### src/rtl/hazard_scoreboard_pkg.sv
// Shared constants for the ID->EX hazard scoreboard: forwarding-mux
// select encodings and pipeline depth.
package hazard_scoreboard_pkg;

    // EX operand mux selects
    localparam logic [1:0] FWD_RF        = 2'd0;  // register file read
    localparam logic [1:0] FWD_EXMEM     = 2'd1;  // EX/Mem ALUout
    localparam logic [1:0] FWD_MEMWR_ALU = 2'd2;  // Mem/Wr ALUout
    localparam logic [1:0] FWD_MEMWR_LD  = 2'd3;  // Mem/Wr DataOut

    // IF/ID/EX/Mem/Wr
    localparam int unsigned PIPE_STAGES = 5;

endpackage : hazard_scoreboard_pkg

### src/rtl/hazard_scoreboard_operand_classify.sv
// Classifies one source operand against its scoreboard entry.
// Ports:
//   c      - remaining cycles until the producer's result is in the RF
//   ld     - producer is a load
//   used   - instruction actually reads this operand
//   idx    - operand register index
//   fwd    - forwarding select for the EX operand mux
//   hazard - operand cannot be satisfied this cycle
module operand_classify
    import hazard_scoreboard_pkg::*;
#(
    parameter int unsigned WB_LAT      = 3,
    parameter int unsigned RF_WR_FIRST = 1,
    parameter int unsigned CW          = 2,
    parameter int unsigned REG_AW      = 5
) (
    input  logic [CW-1:0]     c,
    input  logic              ld,
    input  logic              used,
    input  logic [REG_AW-1:0] idx,
    output logic [1:0]        fwd,
    output logic              hazard
);

    // Countdown value maps onto the pipeline stage holding the result
    always_comb begin
        fwd    = FWD_RF;
        hazard = 1'b0;
        if (used && (idx != '0) && (c != '0)) begin
            if (c == CW'(WB_LAT)) begin
                // Producer is in EX/Mem; a load has no data yet
                if (ld) hazard = 1'b1;
                else    fwd    = FWD_EXMEM;
            end else if (c == CW'(WB_LAT - 1)) begin
                fwd = ld ? FWD_MEMWR_LD : FWD_MEMWR_ALU;
            end else if ((c == CW'(1)) && (RF_WR_FIRST != 0)) begin
                // Write-before-read register file covers the Wr stage
                fwd = FWD_RF;
            end else begin
                hazard = 1'b1;
            end
        end
    end

endmodule : operand_classify

### src/rtl/hazard_scoreboard.sv
// Per-register hazard scoreboard at the MIPS ID->EX issue point.
// Ports:
//   clk, reset              - clock, synchronous active-high reset
//   iss_*                   - instruction currently in ID
//   flush                   - branch taken in EX, squash the ID instruction
//   stall                   - hold IF/ID, bubble into ID/EX
//   iss_accept              - ID instruction issues this cycle
//   fwd_a, fwd_b            - EX operand forwarding selects
//   stall_cnt               - saturating count of stalled cycles
module hazard_scoreboard
    import hazard_scoreboard_pkg::*;
#(
    parameter int unsigned NREGS       = 32,
    parameter int unsigned REG_AW      = 5,
    parameter int unsigned WB_LAT      = 3,
    parameter int unsigned RF_WR_FIRST = 1,
    parameter int unsigned CNT_W       = 16
) (
    input  logic              clk,
    input  logic              reset,
    input  logic              iss_valid,
    input  logic [REG_AW-1:0] iss_rs,
    input  logic [REG_AW-1:0] iss_rt,
    input  logic              iss_use_rs,
    input  logic              iss_use_rt,
    input  logic              iss_wr_en,
    input  logic [REG_AW-1:0] iss_rd,
    input  logic              iss_is_load,
    input  logic              flush,
    output logic              stall,
    output logic              iss_accept,
    output logic [1:0]        fwd_a,
    output logic [1:0]        fwd_b,
    output logic [CNT_W-1:0]  stall_cnt
);

    localparam int unsigned CW    = $clog2(WB_LAT + 1);
    // Arrays span the full index space so any index reads safely;
    // entries 0 and >= NREGS stay at zero.
    localparam int unsigned DEPTH = 1 << REG_AW;

    logic [CW-1:0] cnt [DEPTH];
    logic          ld  [DEPTH];

    logic [1:0] fwd_a_raw;
    logic [1:0] fwd_b_raw;
    logic       haz_a;
    logic       haz_b;
    logic       record;

    operand_classify #(
        .WB_LAT(WB_LAT), .RF_WR_FIRST(RF_WR_FIRST), .CW(CW), .REG_AW(REG_AW)
    ) u_cls_a (
        .c(cnt[iss_rs]), .ld(ld[iss_rs]), .used(iss_use_rs), .idx(iss_rs),
        .fwd(fwd_a_raw), .hazard(haz_a)
    );

    operand_classify #(
        .WB_LAT(WB_LAT), .RF_WR_FIRST(RF_WR_FIRST), .CW(CW), .REG_AW(REG_AW)
    ) u_cls_b (
        .c(cnt[iss_rt]), .ld(ld[iss_rt]), .used(iss_use_rt), .idx(iss_rt),
        .fwd(fwd_b_raw), .hazard(haz_b)
    );

    // Flush dominates: a squashed instruction neither stalls nor issues
    assign stall      = iss_valid & ~flush & (haz_a | haz_b);
    assign iss_accept = iss_valid & ~stall & ~flush;
    assign fwd_a      = iss_accept ? fwd_a_raw : FWD_RF;
    assign fwd_b      = iss_accept ? fwd_b_raw : FWD_RF;
    assign record     = iss_accept & iss_wr_en & (iss_rd != '0);

    // Countdown per register; a new issue overrides the decrement (WAW)
    always_ff @(posedge clk) begin
        if (reset) begin
            for (int unsigned r = 0; r < DEPTH; r++) begin
                cnt[r] <= '0;
                ld[r]  <= 1'b0;
            end
        end else begin
            for (int unsigned r = 1; r < NREGS; r++) begin
                if (cnt[r] != '0) cnt[r] <= cnt[r] - CW'(1);
                if (record && (iss_rd == REG_AW'(r))) begin
                    cnt[r] <= CW'(WB_LAT);
                    ld[r]  <= iss_is_load;
                end
            end
        end
    end

    // Saturating stall performance counter
    always_ff @(posedge clk) begin
        if (reset) begin
            stall_cnt <= '0;
        end else if (stall && (stall_cnt != '1)) begin
            stall_cnt <= stall_cnt + CNT_W'(1);
        end
    end

endmodule : hazard_scoreboard

### config.mk
export PLATFORM = sky130hd
export DESIGN_NAME = hazard_scoreboard
export DESIGN_NICKNAME = d
export VERILOG_FILES = /design/src/rtl/hazard_scoreboard_pkg.sv /design/src/rtl/hazard_scoreboard_operand_classify.sv /design/src/rtl/hazard_scoreboard.sv
export SDC_FILE = /design/constraint.sdc
export NUM_CORES = 1
export LEC_CHECK = 0
export BUFFER_PORTS_ARGS = -buffer_cell sky130_fd_sc_hd__buf_2
export CORE_MARGIN = 8
export CORE_UTILIZATION = 40
export CTS_CLUSTER_DIAMETER = 50
export DETAILED_ROUTE_END_ITERATION = 12
export GPL_ROUTABILITY_DRIVEN = 0
export PLACE_DENSITY = 0.6
export SLEW_MARGIN = 20
export SYNTH_ARGS = -nofsm -noshare
export SYNTH_HDL_FRONTEND = slang
export SYNTH_HIERARCHICAL = 1
export SYNTH_SLANG_ARGS = --single-unit
### constraint.sdc
create_clock -name clk -period 5.9 [get_ports clk]
set_clock_uncertainty 0.2 [all_clocks]
set_input_delay 0.885 -clock clk [delete_from_list [all_inputs] [get_ports clk]]
set_output_delay 0.885 -clock clk [all_outputs]
set_load 0.01 [all_outputs]
======== After elaboration in Yosys (flattened, before gate mapping) ========
Memory sizes are Yosys's and may differ from the RTL's.
Cells that the tools add are included.
word-level totals
  register bits after elaboration ......... 16
  bits in writable memories ............... 96
  bits of input ports ..................... 23
  memories kept ........................... 2
memory list
  name  words  width  read ports  clocked after Yosys merged registers in  write ports  RTL line                 RTL
  cnt   32     2      33          0                                        32           hazard_scoreboard.sv:42  logic [CW-1:0] cnt [DEPTH];
  ld    32     1      2           0                                        32           hazard_scoreboard.sv:43  logic ld [DEPTH];
operators by class
  add/sub/neg operators ................... 32
  equal/unequal tests ..................... 38
  mux-type cells .......................... 303
  bitwise operators ....................... 102
  reductions and logical operators ........ 72
operator list
  kind                                                                   number
  1-bit two-way mux                                                      233
  2-bit two-way mux                                                      70
  1-bit bitwise OR                                                       94
  5-bit equality test, second input constant                             16
  2-bit nonzero test                                                     33
  2-bit by 1-bit subtractor with 2-bit output, second input constant     31
  5-bit by 4-bit equality test with 1-bit output, second input constant  8
  1-bit logical AND                                                      36
  5-bit by 3-bit equality test with 1-bit output, second input constant  4
  16-bit by 1-bit adder with 16-bit output, second input constant        1
  16-bit != test, second input constant                                  1
  5-bit nonzero test                                                     3
  5-bit by 2-bit equality test with 1-bit output, second input constant  2
  2-bit equality test, second input constant                             4
  1-bit bitwise AND                                                      6
  5-bit by 1-bit equality test with 1-bit output, second input constant  1
  2-bit by 1-bit equality test with 1-bit output, second input constant  2
  1-bit inverter                                                         2

======== Logic depth before layout (Yosys ltp) ========
Gate-level depths: netlist of the first run.
An unclocked memory read counts as a cell.
  depth in word-level cells ............... 18
  gate-level depth with buffers ........... 18
  gate-level depth less buffers ........... 15

======== Cells and area by module ========
The synthesis of the first run kept the hierarchy.
modules (own cells, without submodules)
  module             times used  cells an instance  area each (µm²)  seq. area each (µm²)
  hazard_scoreboard  1           700                7240.7           3113.0
  operand_classify   2           15                 111.4            0.0

======== Worst setup path after synthesis of the first run ========
Ideal clock, no wire load.
  path type ............................... input to output
  start point ............................. input iss_rs[0]
  end point ............................... output stall
  data arrival time ....................... 3.547 ns
  data required time ...................... 4.815 ns
  setup slack ............................. 1.268 ns
  stages on the path ...................... 12
  buffers on the path ..................... 2
  cells stage by stage .................... buf_2 -> buf_4 -> mux4_2 -> o211ai_1 -> nand2_1 -> o21ai_0 -> inv_1 -> ha_1 -> nor2b_1 -> nor3b_1 -> nor2_1 -> nor2_2
on the way
  cells in the longest elaborated chain, start to end .. 8
  elaborated cells on any way between the ends .. 16
RTL lines
  item                                            RTL line                                  RTL
  start: declaration                              hazard_scoreboard.sv:22                   input logic [REG_AW-1:0] iss_rs,
  memory read 32 x 2 bit                          n/a
  2-bit by 1-bit equality test with 1-bit output  hazard_scoreboard_operand_classify.sv:36  end else if ((c == CW'(1)) && (RF_WR_FIRST != 0)) begin
  1-bit two-way mux                               hazard_scoreboard_operand_classify.sv:36
  1-bit two-way mux                               hazard_scoreboard_operand_classify.sv:34  end else if (c == CW'(WB_LAT - 1)) begin
  1-bit two-way mux                               hazard_scoreboard_operand_classify.sv:30  if (c == CW'(WB_LAT)) begin
  1-bit two-way mux (*)                           hazard_scoreboard_operand_classify.sv:29  if (used && (idx != '0) && (c != '0)) begin
  named net haz_a                                 hazard_scoreboard.sv:47                   logic haz_a;
  1-bit bitwise OR (*)                            hazard_scoreboard.sv:66                   assign stall = iss_valid & ~flush & (haz_a | haz_b);
  1-bit bitwise AND (*)                           hazard_scoreboard.sv:66
  end: declaration                                hazard_scoreboard.sv:30                   output logic stall,
The timed path passes the listed nets; every way through them passes the cells marked *.

======== Worst setup path in the final report of the first run ========
  start point ............................. input iss_rt[0]
  end point ............................... output stall
on the way
  cells in the longest elaborated chain, start to end .. 8
  elaborated cells on any way between the ends .. 16
RTL lines
  item                                            RTL line                                  RTL
  start: declaration                              hazard_scoreboard.sv:23                   input logic [REG_AW-1:0] iss_rt,
  memory read 32 x 2 bit                          n/a
  2-bit by 1-bit equality test with 1-bit output  hazard_scoreboard_operand_classify.sv:36
  1-bit two-way mux                               hazard_scoreboard_operand_classify.sv:36
  1-bit two-way mux                               hazard_scoreboard_operand_classify.sv:34
  1-bit two-way mux                               hazard_scoreboard_operand_classify.sv:30
  1-bit two-way mux (*)                           hazard_scoreboard_operand_classify.sv:29
  named net haz_b                                 hazard_scoreboard.sv:48                   logic haz_b;
  1-bit bitwise OR (*)                            hazard_scoreboard.sv:66
  1-bit bitwise AND (*)                           hazard_scoreboard.sv:66
Marked as above.

==> report_table.html, run 1 <==
<table>
<tr><th>Metric</th><th>Value</th></tr>
<tr><th colspan="2">Outcome</th></tr>
<tr><td>Result of the run</td><td>completed</td></tr>
<tr><th colspan="2">Critical path</th></tr>
<tr><td>Type of origin of the critical path</td><td>input port</td></tr>
<tr><td>Largest driver fanout on the critical path</td><td>19</td></tr>
<tr><td>Signal arrival time at the worst endpoint</td><td>4.15 ns</td></tr>
<tr><td>Max stage delay on crit path</td><td>between 0.5 and 0.6 ns</td></tr>
<tr><td>Worst setup startpoint</td><td>iss_rt[0]</td></tr>
<tr><td>Dominant cell type by count on the critical path</td><td>sky130_fd_sc_hd__buf_2</td></tr>
<tr><td>Critical path data required time</td><td>4.82 ns</td></tr>
<tr><td>CP top delay family</td><td>simple AND/OR/NAND/NOR gates</td></tr>
<tr><td>Cell Chain, Critical Path</td><td>buf_2 &gt; mux4_2 &gt; o211ai_1 &gt; o31ai_1 &gt; o21ai_0 &gt; inv_1 &gt; ha_1 &gt; nor2b_1 &gt; o21ai_2 &gt; nor3b_1 &gt; nor2_1 &gt; nor2_2 &gt; buf_2</td></tr>
<tr><td>Kind of end point of the critical path</td><td>output pin</td></tr>
<tr><td>Category of the critical setup timing path</td><td>input port to output pin</td></tr>
<tr><td>Worst-path cell with the longest stage delay</td><td>sky130_fd_sc_hd__mux4_2</td></tr>
<tr><td>Crit Reg-Reg Startpoint</td><td>cnt[13][0]$_SDFFCE_PN0P_</td></tr>
<tr><td>Crit path buffers/inverters</td><td>3</td></tr>
<tr><th colspan="2">Yosys</th></tr>
<tr><td>Count of flip-flops with a built-in enable after synthesis</td><td>93</td></tr>
<tr><td>Netlist area before placement</td><td>0.00746 mm2</td></tr>
<tr><td>Biggest area contributors in the synthesized netlist</td><td>sky130_fd_sc_hd__edfxtp_1 37%, sky130_fd_sc_hd__mux4_2 11%, sky130_fd_sc_hd__ha_1 6.4%, sky130_fd_sc_hd__a21oi_1 4.7%, sky130_fd_sc_hd__dfxtp_1 4.3%</td></tr>
<tr><td>Unique cell type count in the Yosys netlist</td><td>46</td></tr>
<tr><td>Most used DFF post-synth</td><td>sky130_fd_sc_hd__edfxtp_1</td></tr>
<tr><td>Cell count after synthesis</td><td>730</td></tr>
<tr><td>Async SR Flop Fraction</td><td>0%</td></tr>
<tr><td>Cell type contributing the most total cell area after synthesis</td><td>sky130_fd_sc_hd__edfxtp_1</td></tr>
<tr><td>Number of warnings printed during yosys synthesis</td><td>6</td></tr>
<tr><td>Number of nets in the synthesized netlist</td><td>791</td></tr>
<tr><td>Number of register bits inferred by synthesis</td><td>109</td></tr>
<tr><td>Share of synthesized area occupied by flip-flops and latches</td><td>41.7%</td></tr>
<tr><td>Share of the synthesized area in the top cell type</td><td>37.4%</td></tr>
<tr><td>Average instance area after synthesis</td><td>10.2 um2</td></tr>
<tr><th colspan="2">Placed design</th></tr>
<tr><td>Number of port buffers</td><td>44</td></tr>
<tr><td>HPWL Detailed</td><td>14,000 um</td></tr>
<tr><th colspan="2">Global routing</th></tr>
<tr><td>Via count of the first global-routing pass</td><td>5,548</td></tr>
<tr><td>GRT Resource Usage Total</td><td>16.0%</td></tr>
<tr><td>Wire length of the first global-routing pass</td><td>29,800 um</td></tr>
<tr><td>Overflow left after global routing</td><td>0</td></tr>
<tr><td>Initial antenna violation count</td><td>3</td></tr>
<tr><td>Maximum number of pins on one net before global-route repair</td><td>75</td></tr>
<tr><th colspan="2">Die</th></tr>
<tr><td>Number of standard-cell rows in the floorplan</td><td>50</td></tr>
<tr><td>Vertical die dimension</td><td>153 um</td></tr>
<tr><td>DIE WIDTH</td><td>153 um</td></tr>
<tr><td>I/O pin count</td><td>45</td></tr>
<tr><td>Core Box Area</td><td>about 0.019 mm2</td></tr>
<tr><td>Floorplan die area</td><td>about 0.023 mm2</td></tr>
<tr><td>Initial core utilization</td><td>~40%</td></tr>
<tr><th colspan="2">Drt</th></tr>
<tr><td>Sum of routed wire length over all layers</td><td>approximately 18,000 um</td></tr>
<tr><td>Via count normalized by instance count</td><td>between 5 and 6</td></tr>
<tr><td>WL per Instance</td><td>18.6 um</td></tr>
<tr><td>Pre-antenna DRT Iters</td><td>5</td></tr>
<tr><td>Starting DRT DRC Count</td><td>449</td></tr>
<tr><td>Via total after detailed routing</td><td>around 5,600</td></tr>
<tr><td>Antenna Nets Post-Route</td><td>0</td></tr>
<tr><td>DRC violations left</td><td>0</td></tr>
<tr><th colspan="2">Timing</th></tr>
<tr><td>Fin crit share</td><td>around nine tenths</td></tr>
<tr><td>Slew of the pin with the lowest slew margin</td><td>1.12 ns</td></tr>
<tr><td>RSZ-0062 raised after global routing</td><td>no</td></tr>
<tr><td>Final count of pins violating max slew</td><td>0</td></tr>
<tr><td>Maximum operating frequency</td><td>0.191 GHz</td></tr>
<tr><td>Final setup violation count</td><td>0</td></tr>
<tr><td>Final worst path period need</td><td>5.23 ns</td></tr>
<tr><td>Final Hold Vio Count</td><td>0</td></tr>
<tr><td>Setup TNS after final layout</td><td>0 ns</td></tr>
<tr><td>Slew HR</td><td>between 20% and 30%</td></tr>
<tr><th colspan="2">Final layout</th></tr>
<tr><td>Core Util, Final</td><td>between 40% and 50%</td></tr>
<tr><td>Relative area change from synthesis to final layout</td><td>8.72%</td></tr>
<tr><td>Combined area of the multi-input logic cells</td><td>0.00390 mm2</td></tr>
<tr><td>Fill count</td><td>between 1,500 and 2,000</td></tr>
<tr><td>Number of antenna diodes</td><td>0</td></tr>
<tr><td>Proportion of layout cells with a drive suffix above 1</td><td>roughly a fifth</td></tr>
<tr><td>Nets@finish</td><td>805</td></tr>
<tr><td>Sequential Area</td><td>0.00311 mm2</td></tr>
<tr><th colspan="2">Clock tree</th></tr>
<tr><td>Clk sink count</td><td>roughly 110</td></tr>
<tr><td>Num CTS Buffers</td><td>9</td></tr>
<tr><td>Number of resized instances in the post-cts repair step</td><td>0</td></tr>
<tr><td>Later-pin clock latency in the skew report</td><td>0.36 ns</td></tr>
<tr><td>Number of buffers between clock root and the deepest sink</td><td>2</td></tr>
<tr><td>Hold Buf Count CTS</td><td>0</td></tr>
<tr><td>Total setup buffers inserted after CTS</td><td>0</td></tr>
<tr><td>TritonCTS clock tree</td><td>built</td></tr>
<tr><td>Root buffer selected by CTS</td><td>sky130_fd_sc_hd__clkbuf_16</td></tr>
<tr><td>H-tree depth</td><td>3</td></tr>
<tr><td>Clock-pin slew on the worst setup and hold paths</td><td>0.07 ns</td></tr>
<tr><th colspan="2">Hold path</th></tr>
<tr><td>Startpoint of the most critical hold path</td><td>stall_cnt[15]$_SDFFE_PP0P_</td></tr>
<tr><td>Class of the tightest hold or removal check</td><td>flip-flop to flip-flop</td></tr>
<tr><th colspan="2">Power and ir drop</th></tr>
<tr><td>Pwr per Cell Area</td><td>363 mW/mm2</td></tr>
<tr><td>VDD IR max</td><td>around 0.17 mV</td></tr>
<tr><td>Leak</td><td>about 3.1 nW</td></tr>
<tr><th colspan="2">Run</th></tr>
<tr><td>Count of maximum capacitance violations</td><td>0</td></tr>
</table>
## worst register-to-register path: stages (launching register included)
cell	delay [ns]
sky130_fd_sc_hd__edfxtp_1	0.34
sky130_fd_sc_hd__inv_1	0.09
sky130_fd_sc_hd__mux4_2	0.48
sky130_fd_sc_hd__o211ai_1	0.17
sky130_fd_sc_hd__o31ai_1	0.09
sky130_fd_sc_hd__o21ai_0	0.22
sky130_fd_sc_hd__inv_1	0.11
sky130_fd_sc_hd__ha_1	0.28
sky130_fd_sc_hd__nor2b_1	0.12
sky130_fd_sc_hd__nor3b_1	0.09
sky130_fd_sc_hd__nor4b_4	0.38
sky130_fd_sc_hd__and3_1	0.68
sky130_fd_sc_hd__nand3_1	0.33
sky130_fd_sc_hd__nand3b_1	0.26
## report_power, final
part / internal, W / switching [W]
Sequential: 0.00112 / 0.000209
Clock: 0.000318 / 0.000285
Combinational: 0.000521 / 0.000491
Total: 0.00196 / 0.000986
## layout by cell type, fill, tap and decap left out, types with 3 or more instances in the layout
cell	Yosys	final
sky130_fd_sc_hd__edfxtp_1	93	93
sky130_fd_sc_hd__inv_1	70	70
sky130_fd_sc_hd__a21oi_1	70	70
sky130_fd_sc_hd__nand2_1	45	45
sky130_fd_sc_hd__buf_2	6	43
sky130_fd_sc_hd__nand3_1	42	42
sky130_fd_sc_hd__nand2b_1	39	39
sky130_fd_sc_hd__nor2_1	39	39
sky130_fd_sc_hd__ha_1	38	38
sky130_fd_sc_hd__mux4_2	36	36
sky130_fd_sc_hd__nand3b_1	34	34
sky130_fd_sc_hd__or2_2	34	34
sky130_fd_sc_hd__nor2b_1	17	17
sky130_fd_sc_hd__dfxtp_1	16	16
sky130_fd_sc_hd__mux2i_1	14	14
sky130_fd_sc_hd__a22oi_1	11	11
sky130_fd_sc_hd__xor2_1	10	10
sky130_fd_sc_hd__clkbuf_16	0	10
sky130_fd_sc_hd__mux2_2	9	9
sky130_fd_sc_hd__o21ai_0	9	9
sky130_fd_sc_hd__o211ai_1	7	7
sky130_fd_sc_hd__nand4_1	6	6
sky130_fd_sc_hd__and3_1	6	6
sky130_fd_sc_hd__and2_1	5	5
sky130_fd_sc_hd__buf_4	3	5
sky130_fd_sc_hd__o22ai_1	3	3
sky130_fd_sc_hd__o31ai_1	3	3
sky130_fd_sc_hd__o221ai_1	3	3
sky130_fd_sc_hd__nor3_1	3	3
sky130_fd_sc_hd__o2111ai_1	3	3
## sequential cells by signal (all words and copies together), names as in the netlist
name       flops
cnt           62
ld            31
stall_cnt     16
## cells by family (layout without fill, tap and decap cells)
logic type                 Yosys count  count (layout)  synth area share, %
AOI/OAI and AO/OA                  113             113                 8.92
xor gates and xnor gates            11              11                 1.29
adders and majority gates           38              38                 6.37
buffers and inverters              115             134                 6.04
DFF                                109             109                 41.7
muxes                               59              59                 14.1
and+or+nand+nor                    285             285                 21.6
## synth_stat cells, types with 2 or more instances
library cell and instances:
sky130_fd_sc_hd__a21oi_1 70, sky130_fd_sc_hd__a22oi_1 11, sky130_fd_sc_hd__and2_1 5, sky130_fd_sc_hd__and3_1 6, sky130_fd_sc_hd__and4_1 2, sky130_fd_sc_hd__buf_2 6
sky130_fd_sc_hd__buf_4 3, sky130_fd_sc_hd__clkbuf_1 35, sky130_fd_sc_hd__dfxtp_1 16, sky130_fd_sc_hd__edfxtp_1 93, sky130_fd_sc_hd__ha_1 38, sky130_fd_sc_hd__inv_1 70
sky130_fd_sc_hd__mux2_2 9, sky130_fd_sc_hd__mux2i_1 14, sky130_fd_sc_hd__mux4_2 36, sky130_fd_sc_hd__nand2_1 45, sky130_fd_sc_hd__nand2b_1 39, sky130_fd_sc_hd__nand3_1 42
sky130_fd_sc_hd__nand3b_1 34, sky130_fd_sc_hd__nand4_1 6, sky130_fd_sc_hd__nor2_1 39, sky130_fd_sc_hd__nor2b_1 17, sky130_fd_sc_hd__nor3_1 3, sky130_fd_sc_hd__nor3b_1 2
sky130_fd_sc_hd__o2111ai_1 3, sky130_fd_sc_hd__o211ai_1 7, sky130_fd_sc_hd__o21ai_0 9, sky130_fd_sc_hd__o21ai_2 2, sky130_fd_sc_hd__o221ai_1 3, sky130_fd_sc_hd__o22ai_1 3
sky130_fd_sc_hd__o31ai_1 3, sky130_fd_sc_hd__or2_2 34, sky130_fd_sc_hd__or4_1 2, sky130_fd_sc_hd__or4_4 2, sky130_fd_sc_hd__xor2_1 10
## per-layer routing
layer  up-vias  global-route usage (%)  wire, um
met5         -                       0        34
met1      2712                    21.2      8000
met4         6                    3.82       204
met3        24                    4.62      1490
li1       2653                       -         -
met2       200                    25.4      8570
## worst paths after layout
path | to | slack [ns] | cells past startpoint
worst max-delay path | stall | 0.67 | 13
worst min-delay path | stall_cnt[15]$_SDFFE_PP0P_ | 0.33 | 2
worst max register to register | cnt[26][1]$_SDFFCE_PP0P_ | 1.76 | 13
worst min register to register | stall_cnt[15]$_SDFFE_PP0P_ | 0.33 | 2
## cell type report
type / count / share of cell area (%)
Timing Repair Buffer: 48 / 3.11
Clock buffer: 11 / 3.15
Inverter: 70 / 3.24
Clock inverter: 5 / 0.463
Multi-Input combinational cell: 506 / 48.1
Sequential cell: 109 / 38.4
Tap cell: 234 / 3.61
## stage by stage
step | total power (W) | std cells | hold slack [ns] | area [um2] | setup slack, ns
floorplan | 0.00205 | 730 | 0.311 | 7460 | 1.27
global placement | 0.00226 | 967 | 0.286 | 7820 | 0.694
detailed placement | 0.00236 | 967 | 0.339 | 7820 | 0.642
CTS | 0.00297 | 983 | 0.351 | 8110 | 0.630
global route | 0.00317 | 983 | 0.380 | 8110 | 0.361
finish | 0.00295 | 983 | 0.333 | 8110 | 0.668
Note: power is estimated with default switching activity, not from simulation.
==> run 2, diff against run 1 <==
--- a/config.mk
+++ b/config.mk
@@ -9,9 +9,10 @@
 export CORE_MARGIN = 8
 export CORE_UTILIZATION = 40
 export CTS_CLUSTER_DIAMETER = 50
+export CTS_CLUSTER_SIZE = 16
 export DETAILED_ROUTE_END_ITERATION = 12
 export GPL_ROUTABILITY_DRIVEN = 0
-export PLACE_DENSITY = 0.6
+export PLACE_DENSITY = 0.62
 export SLEW_MARGIN = 20
 export SYNTH_ARGS = -nofsm -noshare
 export SYNTH_HDL_FRONTEND = slang
==> constraint.sdc (replaced) <==
create_clock -name clk -period 4.3 [get_ports clk]
set_clock_uncertainty 0.2 [all_clocks]
set_input_delay 0.645 -clock clk [delete_from_list [all_inputs] [get_ports clk]]
set_output_delay 0.645 -clock clk [all_outputs]
set_load 0.01 [all_outputs]
==> report_table.html, run 2 (synthesis results as in run 1) <==
<table>
<tr><th>Metric</th><th>Value</th></tr>
<tr><th colspan="2">Clock tree</th></tr>
<tr><td>Clk sink count</td><td>109</td></tr>
<tr><td>Root buffer selected by CTS</td><td>sky130_fd_sc_hd__clkbuf_16</td></tr>
<tr><td>Num CTS Buffers</td><td>9</td></tr>
<tr><td>TritonCTS clock tree</td><td>built</td></tr>
<tr><td>Later-pin clock latency in the skew report</td><td>0.36 ns</td></tr>
<tr><td>Hold Buf Count CTS</td><td>0</td></tr>
<tr><td>Clock-pin slew on the worst setup and hold paths</td><td>about 0.07 ns</td></tr>
<tr><td>H-tree depth</td><td>3</td></tr>
<tr><td>Number of buffers between clock root and the deepest sink</td><td>2</td></tr>
<tr><th colspan="2">Global routing</th></tr>
<tr><td>Wire length of the first global-routing pass</td><td>between 20,000 and 30,000 um</td></tr>
<tr><td>GRT Resource Usage Total</td><td>about 16%</td></tr>
<tr><td>Initial antenna violation count</td><td>2</td></tr>
<tr><td>Via count of the first global-routing pass</td><td>5,626</td></tr>
<tr><td>Maximum number of pins on one net before global-route repair</td><td>79</td></tr>
<tr><td>Overflow left after global routing</td><td>0</td></tr>
<tr><th colspan="2">Timing</th></tr>
<tr><td>Final worst path period need</td><td>a little over 4 ns</td></tr>
<tr><td>Final Hold Vio Count</td><td>0</td></tr>
<tr><td>Slew of the pin with the lowest slew margin</td><td>around 1.1 ns</td></tr>
<tr><td>Final setup violation count</td><td>0</td></tr>
<tr><td>Maximum operating frequency</td><td>0.245 GHz</td></tr>
<tr><td>Fin crit share</td><td>95.0%</td></tr>
<tr><td>Final count of pins violating max slew</td><td>0</td></tr>
<tr><td>Slew HR</td><td>29.5%</td></tr>
<tr><td>Setup TNS after final layout</td><td>0 ns</td></tr>
<tr><th colspan="2">Critical path</th></tr>
<tr><td>Category of the critical setup timing path</td><td>input port to output pin</td></tr>
<tr><td>Slack of the worst reg-to-reg path</td><td>0.39 ns</td></tr>
<tr><td>Kind of end point of the critical path</td><td>output pin</td></tr>
<tr><td>Largest driver fanout on the critical path</td><td>12</td></tr>
<tr><td>Signal arrival time at the worst endpoint</td><td>between 3 and 4 ns</td></tr>
<tr><td>Type of origin of the critical path</td><td>input port</td></tr>
<tr><td>Critical path data required time</td><td>between 3 and 4 ns</td></tr>
<tr><th colspan="2">Placed design</th></tr>
<tr><td>Number of port buffers</td><td>44</td></tr>
<tr><td>HPWL Detailed</td><td>13,600 um</td></tr>
<tr><th colspan="2">Drt</th></tr>
<tr><td>Via total after detailed routing</td><td>5,672</td></tr>
<tr><td>Antenna Nets Post-Route</td><td>0</td></tr>
<tr><td>DRC violations left</td><td>0</td></tr>
<tr><td>Pre-antenna DRT Iters</td><td>5</td></tr>
<tr><td>WL per Instance</td><td>17.5 um</td></tr>
<tr><td>Via count normalized by instance count</td><td>5.46</td></tr>
<tr><td>Sum of routed wire length over all layers</td><td>between 15,000 and 20,000 um</td></tr>
<tr><td>Starting DRT DRC Count</td><td>453</td></tr>
<tr><th colspan="2">Run</th></tr>
<tr><td>Count of maximum capacitance violations</td><td>0</td></tr>
<tr><th colspan="2">Final layout</th></tr>
<tr><td>Registers with the most flip-flops</td><td>cnt: 62 flops, ld: 31 flops, stall_cnt: 16 flops</td></tr>
<tr><td>Register with the highest flop count</td><td>cnt</td></tr>
<tr><td>Most frequent standard cell in the layout excluding fill and tap cells</td><td>sky130_fd_sc_hd__edfxtp_1</td></tr>
<tr><td>Relative area change from synthesis to final layout</td><td>15.2%</td></tr>
<tr><td>Number of antenna diodes</td><td>0</td></tr>
<tr><td>Proportion of layout cells with a drive suffix above 1</td><td>26.1%</td></tr>
<tr><td>Nets@finish</td><td>861</td></tr>
<tr><td>Commonest non-fill, non-tap cells in the layout</td><td>93 x sky130_fd_sc_hd__edfxtp_1, 70 x sky130_fd_sc_hd__inv_1, 70 x sky130_fd_sc_hd__a21oi_1, 60 x sky130_fd_sc_hd__buf_4, 45 x sky130_fd_sc_hd__nand2_1</td></tr>
<tr><td>Max reg flops</td><td>62</td></tr>
<tr><th colspan="2">Die</th></tr>
<tr><td>Vertical die dimension</td><td>about 150 um</td></tr>
<tr><td>Core Box Area</td><td>0.0185 mm2</td></tr>
<tr><td>Number of standard-cell rows in the floorplan</td><td>50</td></tr>
<tr><td>I/O pin count</td><td>45</td></tr>
<tr><td>Initial core utilization</td><td>40.3%</td></tr>
<tr><td>Floorplan die area</td><td>0.0233 mm2</td></tr>
<tr><td>DIE WIDTH</td><td>153 um</td></tr>
<tr><th colspan="2">Power and ir drop</th></tr>
<tr><td>Leak</td><td>3.42 nW</td></tr>
<tr><td>Pwr per Cell Area</td><td>478 mW/mm2</td></tr>
<tr><td>Power, Total</td><td>0.00411 W</td></tr>
<tr><td>VDD IR max</td><td>0.231 mV</td></tr>
<tr><th colspan="2">Hold path</th></tr>
<tr><td>Class of the tightest hold or removal check</td><td>flip-flop to flip-flop</td></tr>
<tr><th colspan="2">Outcome</th></tr>
<tr><td>Result of the run</td><td>completed</td></tr>
</table>
-- run 2: cell count changes in the layout (fill, tap and decap cells not counted), sizes merged --
cell | before | now
buf | 48 | 104
clkbuf | 11 | 9
clkinv | 2 | 4
bufinv | 0 | 1
inv | 73 | 72
-- run 2: layout make-up --
cell class              instances  area (um2)
clock inverters                 7        72.6
well taps                     234         293
flip-flops and latches        109        3110
multi-input cells             506        3920
repair buffers                104         716
inverters                      70         263
clock buffers                   9         225
fillers                      1745        9920
-- run 2: power by group --
part / leakage [nW] / internal (W) / total (W) / switching, W
Sequential: 1.12 / 0.00154 / 0.00181 / 0.000266
Clock: 0.145 / 0.000455 / 0.000869 / 0.000414
Combinational: 2.15 / 0.000768 / 0.00144 / 0.000669
Total: 3.42 / 0.00276 / 0.00411 / 0.00135
-- run 2: worst max-delay path, cell delays in order --
cell and delay (ns):
sky130_fd_sc_hd__buf_4 0.22, sky130_fd_sc_hd__buf_4 0.21, sky130_fd_sc_hd__mux4_2 0.50, sky130_fd_sc_hd__mux2i_1 0.14, sky130_fd_sc_hd__nand2_1 0.07, sky130_fd_sc_hd__nand2_1 0.08, sky130_fd_sc_hd__o21ai_1 0.09, sky130_fd_sc_hd__inv_1 0.07
sky130_fd_sc_hd__ha_1 0.21, sky130_fd_sc_hd__nor2b_1 0.14, sky130_fd_sc_hd__nor3b_2 0.31, sky130_fd_sc_hd__nor4b_4 0.09, sky130_fd_sc_hd__buf_4 0.16, sky130_fd_sc_hd__and2_1 0.15, sky130_fd_sc_hd__buf_2 0.13
-- run 2: what timing repair did --
| action | 4_1_cts | 5_1_grt |
|---|---|---|
| resized for setup | 3 | 10 |
| buffers inserted | 0 | 6 |
| endpoints found under the hold margin | 0 | 0 |
| endpoints found under the setup margin | 5 | 7 |
| pin swaps | 0 | 2 |
-- run 2: per-layer routing --
| metal | vias to the layer above | GRT usage (%) | routed length [um] |
|---|---|---|---|
| met4 | 4 | 6.60 | 383 |
| li1 | 2770 | - | - |
| met5 | - | 0 | 27 |
| met1 | 2703 | 20.8 | 8470 |
| met3 | 26 | 3.40 | 1040 |
| met2 | 169 | 24.5 | 8240 |
-- run 2: worst paths after layout --
kind                                                  from                          to  cells after the start
worst min-delay path            stall_cnt[15]$_SDFFE_PP0P_  stall_cnt[15]$_SDFFE_PP0P_                      2
worst min register to register  stall_cnt[15]$_SDFFE_PP0P_  stall_cnt[15]$_SDFFE_PP0P_                      2
worst max-delay path                             iss_rs[0]                    fwd_a[0]                     15
worst max register to register    cnt[13][0]$_SDFFCE_PN0P_     cnt[2][1]$_SDFFCE_PN0P_                     16
-- run 2: through the flow --
step	util [%]	instance area [um2]	hold slack [ns]	instances	worst slack, ns
CTS	46.1	8540	0.323	1033	0.0593
finish	46.4	8600	0.325	1039	0.214
global route	46.4	8600	0.349	1039	-0.00187
global placement	44.5	8230	0.300	1017	-0.175
detailed placement	44.5	8230	0.306	1017	-0.226
floorplan	-	7470	0.311	730	0.0137
==> run 3, diff against run 2 <==
--- a/config.mk
+++ b/config.mk
@@ -6,6 +6,7 @@
 export NUM_CORES = 1
 export LEC_CHECK = 0
 export BUFFER_PORTS_ARGS = -buffer_cell sky130_fd_sc_hd__buf_2
+export CORE_ASPECT_RATIO = 2
 export CORE_MARGIN = 8
 export CORE_UTILIZATION = 40
 export CTS_CLUSTER_DIAMETER = 50
==> report_table.html, run 3 (synthesis results as in run 1) <==
<table>
<tr><th>Metric</th><th>Value</th></tr>
<tr><th colspan="2">Outcome</th></tr>
<tr><td>Result of the run</td><td>completed</td></tr>
<tr><th colspan="2">Timing</th></tr>
<tr><td>Setup TNS after final layout</td><td>0 ns</td></tr>
<tr><td>Final worst path period need</td><td>approximately 4.1 ns</td></tr>
<tr><td>Final setup violation count</td><td>0</td></tr>
<tr><td>Worst hold slack after final layout</td><td>between 0.3 and 0.4 ns</td></tr>
<tr><td>Slew HR</td><td>31.0%</td></tr>
<tr><td>Final count of pins violating max slew</td><td>0</td></tr>
<tr><td>Maximum operating frequency</td><td>0.243 GHz</td></tr>
<tr><td>Fin crit share</td><td>95.9%</td></tr>
<tr><td>Slew of the pin with the lowest slew margin</td><td>1.03 ns</td></tr>
<tr><td>RSZ-0062 raised after global routing</td><td>no</td></tr>
<tr><td>Final Hold Vio Count</td><td>0</td></tr>
<tr><th colspan="2">Critical path</th></tr>
<tr><td>CP top delay family</td><td>simple AND/OR/NAND/NOR gates</td></tr>
<tr><td>Slack of the worst reg-to-reg path</td><td>0.36 ns</td></tr>
<tr><td>Crit path buffers/inverters</td><td>5</td></tr>
<tr><td>Worst-path cell with the longest stage delay</td><td>sky130_fd_sc_hd__ha_1</td></tr>
<tr><td>Cell Chain, Critical Path</td><td>buf_2 &gt; buf_12 &gt; nand2_1 &gt; o22ai_1 &gt; o31ai_1 &gt; buf_4 &gt; o21ai_0 &gt; inv_1 &gt; ha_1 &gt; nor2b_2 &gt; nor3b_4 &gt; nor2_2 &gt; nor2_2 &gt; buf_2</td></tr>
<tr><td>Kind of end point of the critical path</td><td>output pin</td></tr>
<tr><td>Category of the critical setup timing path</td><td>input port to output pin</td></tr>
<tr><td>Critical path data required time</td><td>around 3.5 ns</td></tr>
<tr><td>Type of origin of the critical path</td><td>input port</td></tr>
<tr><td>Signal arrival time at the worst endpoint</td><td>~3.3 ns</td></tr>
<tr><td>Max stage delay on crit path</td><td>0.28 ns</td></tr>
<tr><td>Largest driver fanout on the critical path</td><td>9</td></tr>
<tr><th colspan="2">Clock tree</th></tr>
<tr><td>Num CTS Buffers</td><td>9</td></tr>
<tr><td>Clock-pin slew on the worst setup and hold paths</td><td>0.07 ns</td></tr>
<tr><td>H-tree depth</td><td>3</td></tr>
<tr><td>Later-pin clock latency in the skew report</td><td>0.36 ns</td></tr>
<tr><td>TritonCTS clock tree</td><td>built</td></tr>
<tr><td>Clk sink count</td><td>109</td></tr>
<tr><td>Hold Buf Count CTS</td><td>0</td></tr>
<tr><td>Total setup buffers inserted after CTS</td><td>0</td></tr>
<tr><td>Number of buffers between clock root and the deepest sink</td><td>2</td></tr>
<tr><td>Root buffer selected by CTS</td><td>sky130_fd_sc_hd__clkbuf_16</td></tr>
<tr><th colspan="2">Die</th></tr>
<tr><td>DIE WIDTH</td><td>113 um</td></tr>
<tr><td>Core Box Area</td><td>0.0183 mm2</td></tr>
<tr><td>Number of standard-cell rows in the floorplan</td><td>70</td></tr>
<tr><td>Floorplan die area</td><td>approximately 0.024 mm2</td></tr>
<tr><td>Vertical die dimension</td><td>209 um</td></tr>
<tr><td>Initial core utilization</td><td>about two fifths</td></tr>
<tr><td>I/O pin count</td><td>45</td></tr>
<tr><th colspan="2">Drt</th></tr>
<tr><td>Antenna Nets Post-Route</td><td>0</td></tr>
<tr><td>Via count normalized by instance count</td><td>5.61</td></tr>
<tr><td>Via total after detailed routing</td><td>5,709</td></tr>
<tr><td>Starting DRT DRC Count</td><td>393</td></tr>
<tr><td>WL per Instance</td><td>approximately 19 um</td></tr>
<tr><td>DRC violations left</td><td>0</td></tr>
<tr><td>Pre-antenna DRT Iters</td><td>4</td></tr>
<tr><td>Sum of routed wire length over all layers</td><td>19,100 um</td></tr>
<tr><th colspan="2">Global routing</th></tr>
<tr><td>Overflow left after global routing</td><td>0</td></tr>
<tr><td>Wire length of the first global-routing pass</td><td>30,800 um</td></tr>
<tr><td>Maximum number of pins on one net before global-route repair</td><td>79</td></tr>
<tr><td>Initial antenna violation count</td><td>0</td></tr>
<tr><td>Via count of the first global-routing pass</td><td>5,879</td></tr>
<tr><td>GRT Resource Usage Total</td><td>16.7%</td></tr>
<tr><th colspan="2">Placed design</th></tr>
<tr><td>Post-detailed-placement cell area</td><td>0.00823 mm2</td></tr>
<tr><td>HPWL Detailed</td><td>14,900 um</td></tr>
<tr><td>Number of port buffers</td><td>44</td></tr>
<tr><th colspan="2">Final layout</th></tr>
<tr><td>Max reg flops</td><td>62</td></tr>
<tr><td>Register with the highest flop count</td><td>cnt</td></tr>
<tr><td>Core Util, Final</td><td>46.7%</td></tr>
<tr><td>Most frequent standard cell in the layout excluding fill and tap cells</td><td>sky130_fd_sc_hd__edfxtp_1</td></tr>
<tr><td>Registers with the most flip-flops</td><td>cnt: 62 flops, ld: 31 flops, stall_cnt: 16 flops</td></tr>
<tr><td>Layout Cell Area excl Fill</td><td>0.00854 mm2</td></tr>
<tr><td>Commonest non-fill, non-tap cells in the layout</td><td>93 x sky130_fd_sc_hd__edfxtp_1, 70 x sky130_fd_sc_hd__inv_1, 70 x sky130_fd_sc_hd__a21oi_1, 53 x sky130_fd_sc_hd__buf_4, 45 x sky130_fd_sc_hd__nand2_1</td></tr>
<tr><td>Relative area change from synthesis to final layout</td><td>14.5%</td></tr>
<tr><td>Nets@finish</td><td>858</td></tr>
<tr><td>Proportion of layout cells with a drive suffix above 1</td><td>25.9%</td></tr>
<tr><td>Number of antenna diodes</td><td>0</td></tr>
<tr><th colspan="2">Power and ir drop</th></tr>
<tr><td>Relative contribution of combinational cells to total power</td><td>35.9%</td></tr>
<tr><td>Switching Fraction</td><td>33.6%</td></tr>
<tr><td>Pwr per Cell Area</td><td>approximately 480 mW/mm2</td></tr>
<tr><td>Power, Total</td><td>about 0.0041 W</td></tr>
<tr><td>VDD IR max</td><td>0.231 mV</td></tr>
<tr><td>Leak</td><td>3.41 nW</td></tr>
<tr><td>Switching Power</td><td>around 0.0014 W</td></tr>
<tr><td>Power share of the sequential group</td><td>44.3%</td></tr>
<tr><td>Relative contribution of the clock network to total power</td><td>19.8%</td></tr>
<tr><td>Internal power</td><td>0.00272 W</td></tr>
<tr><th colspan="2">Hold path</th></tr>
<tr><td>Class of the tightest hold or removal check</td><td>flip-flop to flip-flop</td></tr>
<tr><th colspan="2">Run</th></tr>
<tr><td>Count of maximum capacitance violations</td><td>0</td></tr>
</table>
==> run 3: cell types whose count changed in the layout (fill, tap and decap cells not counted), sizes merged <==
cell    previous run  this run
clkbuf             9        10
buf              104       100
inv               72        73
bufinv             1         0
==> run 3: worst register-to-register path: cells and delay by family, from the launching register on <==
| kind | cells | cell delay [ns] |
|---|---|---|
| flip-flops | 1 | 0.46 |
| AO/OA/AOI/OAI | 3 | 0.55 |
| adder cells (fa/ha/maj) | 1 | 0.21 |
| AND/OR/NAND/NOR | 7 | 1.28 |
| multiplexers | 2 | 0.63 |
| buffers and inverters | 2 | 0.35 |
==> run 3: repair_timing <==
| item | CTS | global route |
|---|---|---|
| pin swaps | 0 | 1 |
| endpoints found under the setup margin | 5 | 30 |
| gates resized for setup | 2 | 11 |
==> run 3: power groups by stage <==
stage	Sequential, W	Clock [W]	Combinational (W)
finish	0.00181	0.000810	0.00147
global route	0.00185	0.000864	0.00167
CTS	0.00182	0.000833	0.00147
detailed placement	0.00184	0	0.00145
global placement	0.00183	0	0.00141
floorplan	0.00169	0	0.00112
==> run 3: routing by layer <==
layer	vias up	part of all wire, %	track usage, %
met5	-	0	0
met3	41	3.8	2.54
met4	0	3.8	8.43
li1	2767	-	-
met1	2746	39	17.6
met2	155	54	31.0
==> run 3: metrics by stage <==
step | setup WS [ns] | cells
final | 0.178 | 1018
after detailed placement | -0.290 | 1002
after floorplan | 0.0137 | 730
after CTS | 0.00755 | 1018
after global routing | 0.00388 | 1018
after global placement | -0.231 | 1002
==> run 3: layout make-up <==
class	instances	area (um2)
Inverter	70	263
Fill cell	1713	9760
Clock inverter	7	47.5
Tap cell	216	270
Timing Repair Buffer	101	704
Multi-Input combinational cell	506	3920
Clock buffer	9	225
Sequential cell	109	3110
==> run 3: path summary, 6_finish.rpt <==
kind	start	end	cells after the start
worst max-delay path	iss_rt[2]	stall	14
worst min register to register	stall_cnt[15]$_SDFFE_PP0P_	stall_cnt[15]$_SDFFE_PP0P_	2
worst max register to register	cnt[12][1]$_SDFFCE_PN0P_	cnt[4][1]$_SDFFCE_PN0P_	15
worst min-delay path	stall_cnt[15]$_SDFFE_PP0P_	stall_cnt[15]$_SDFFE_PP0P_	2
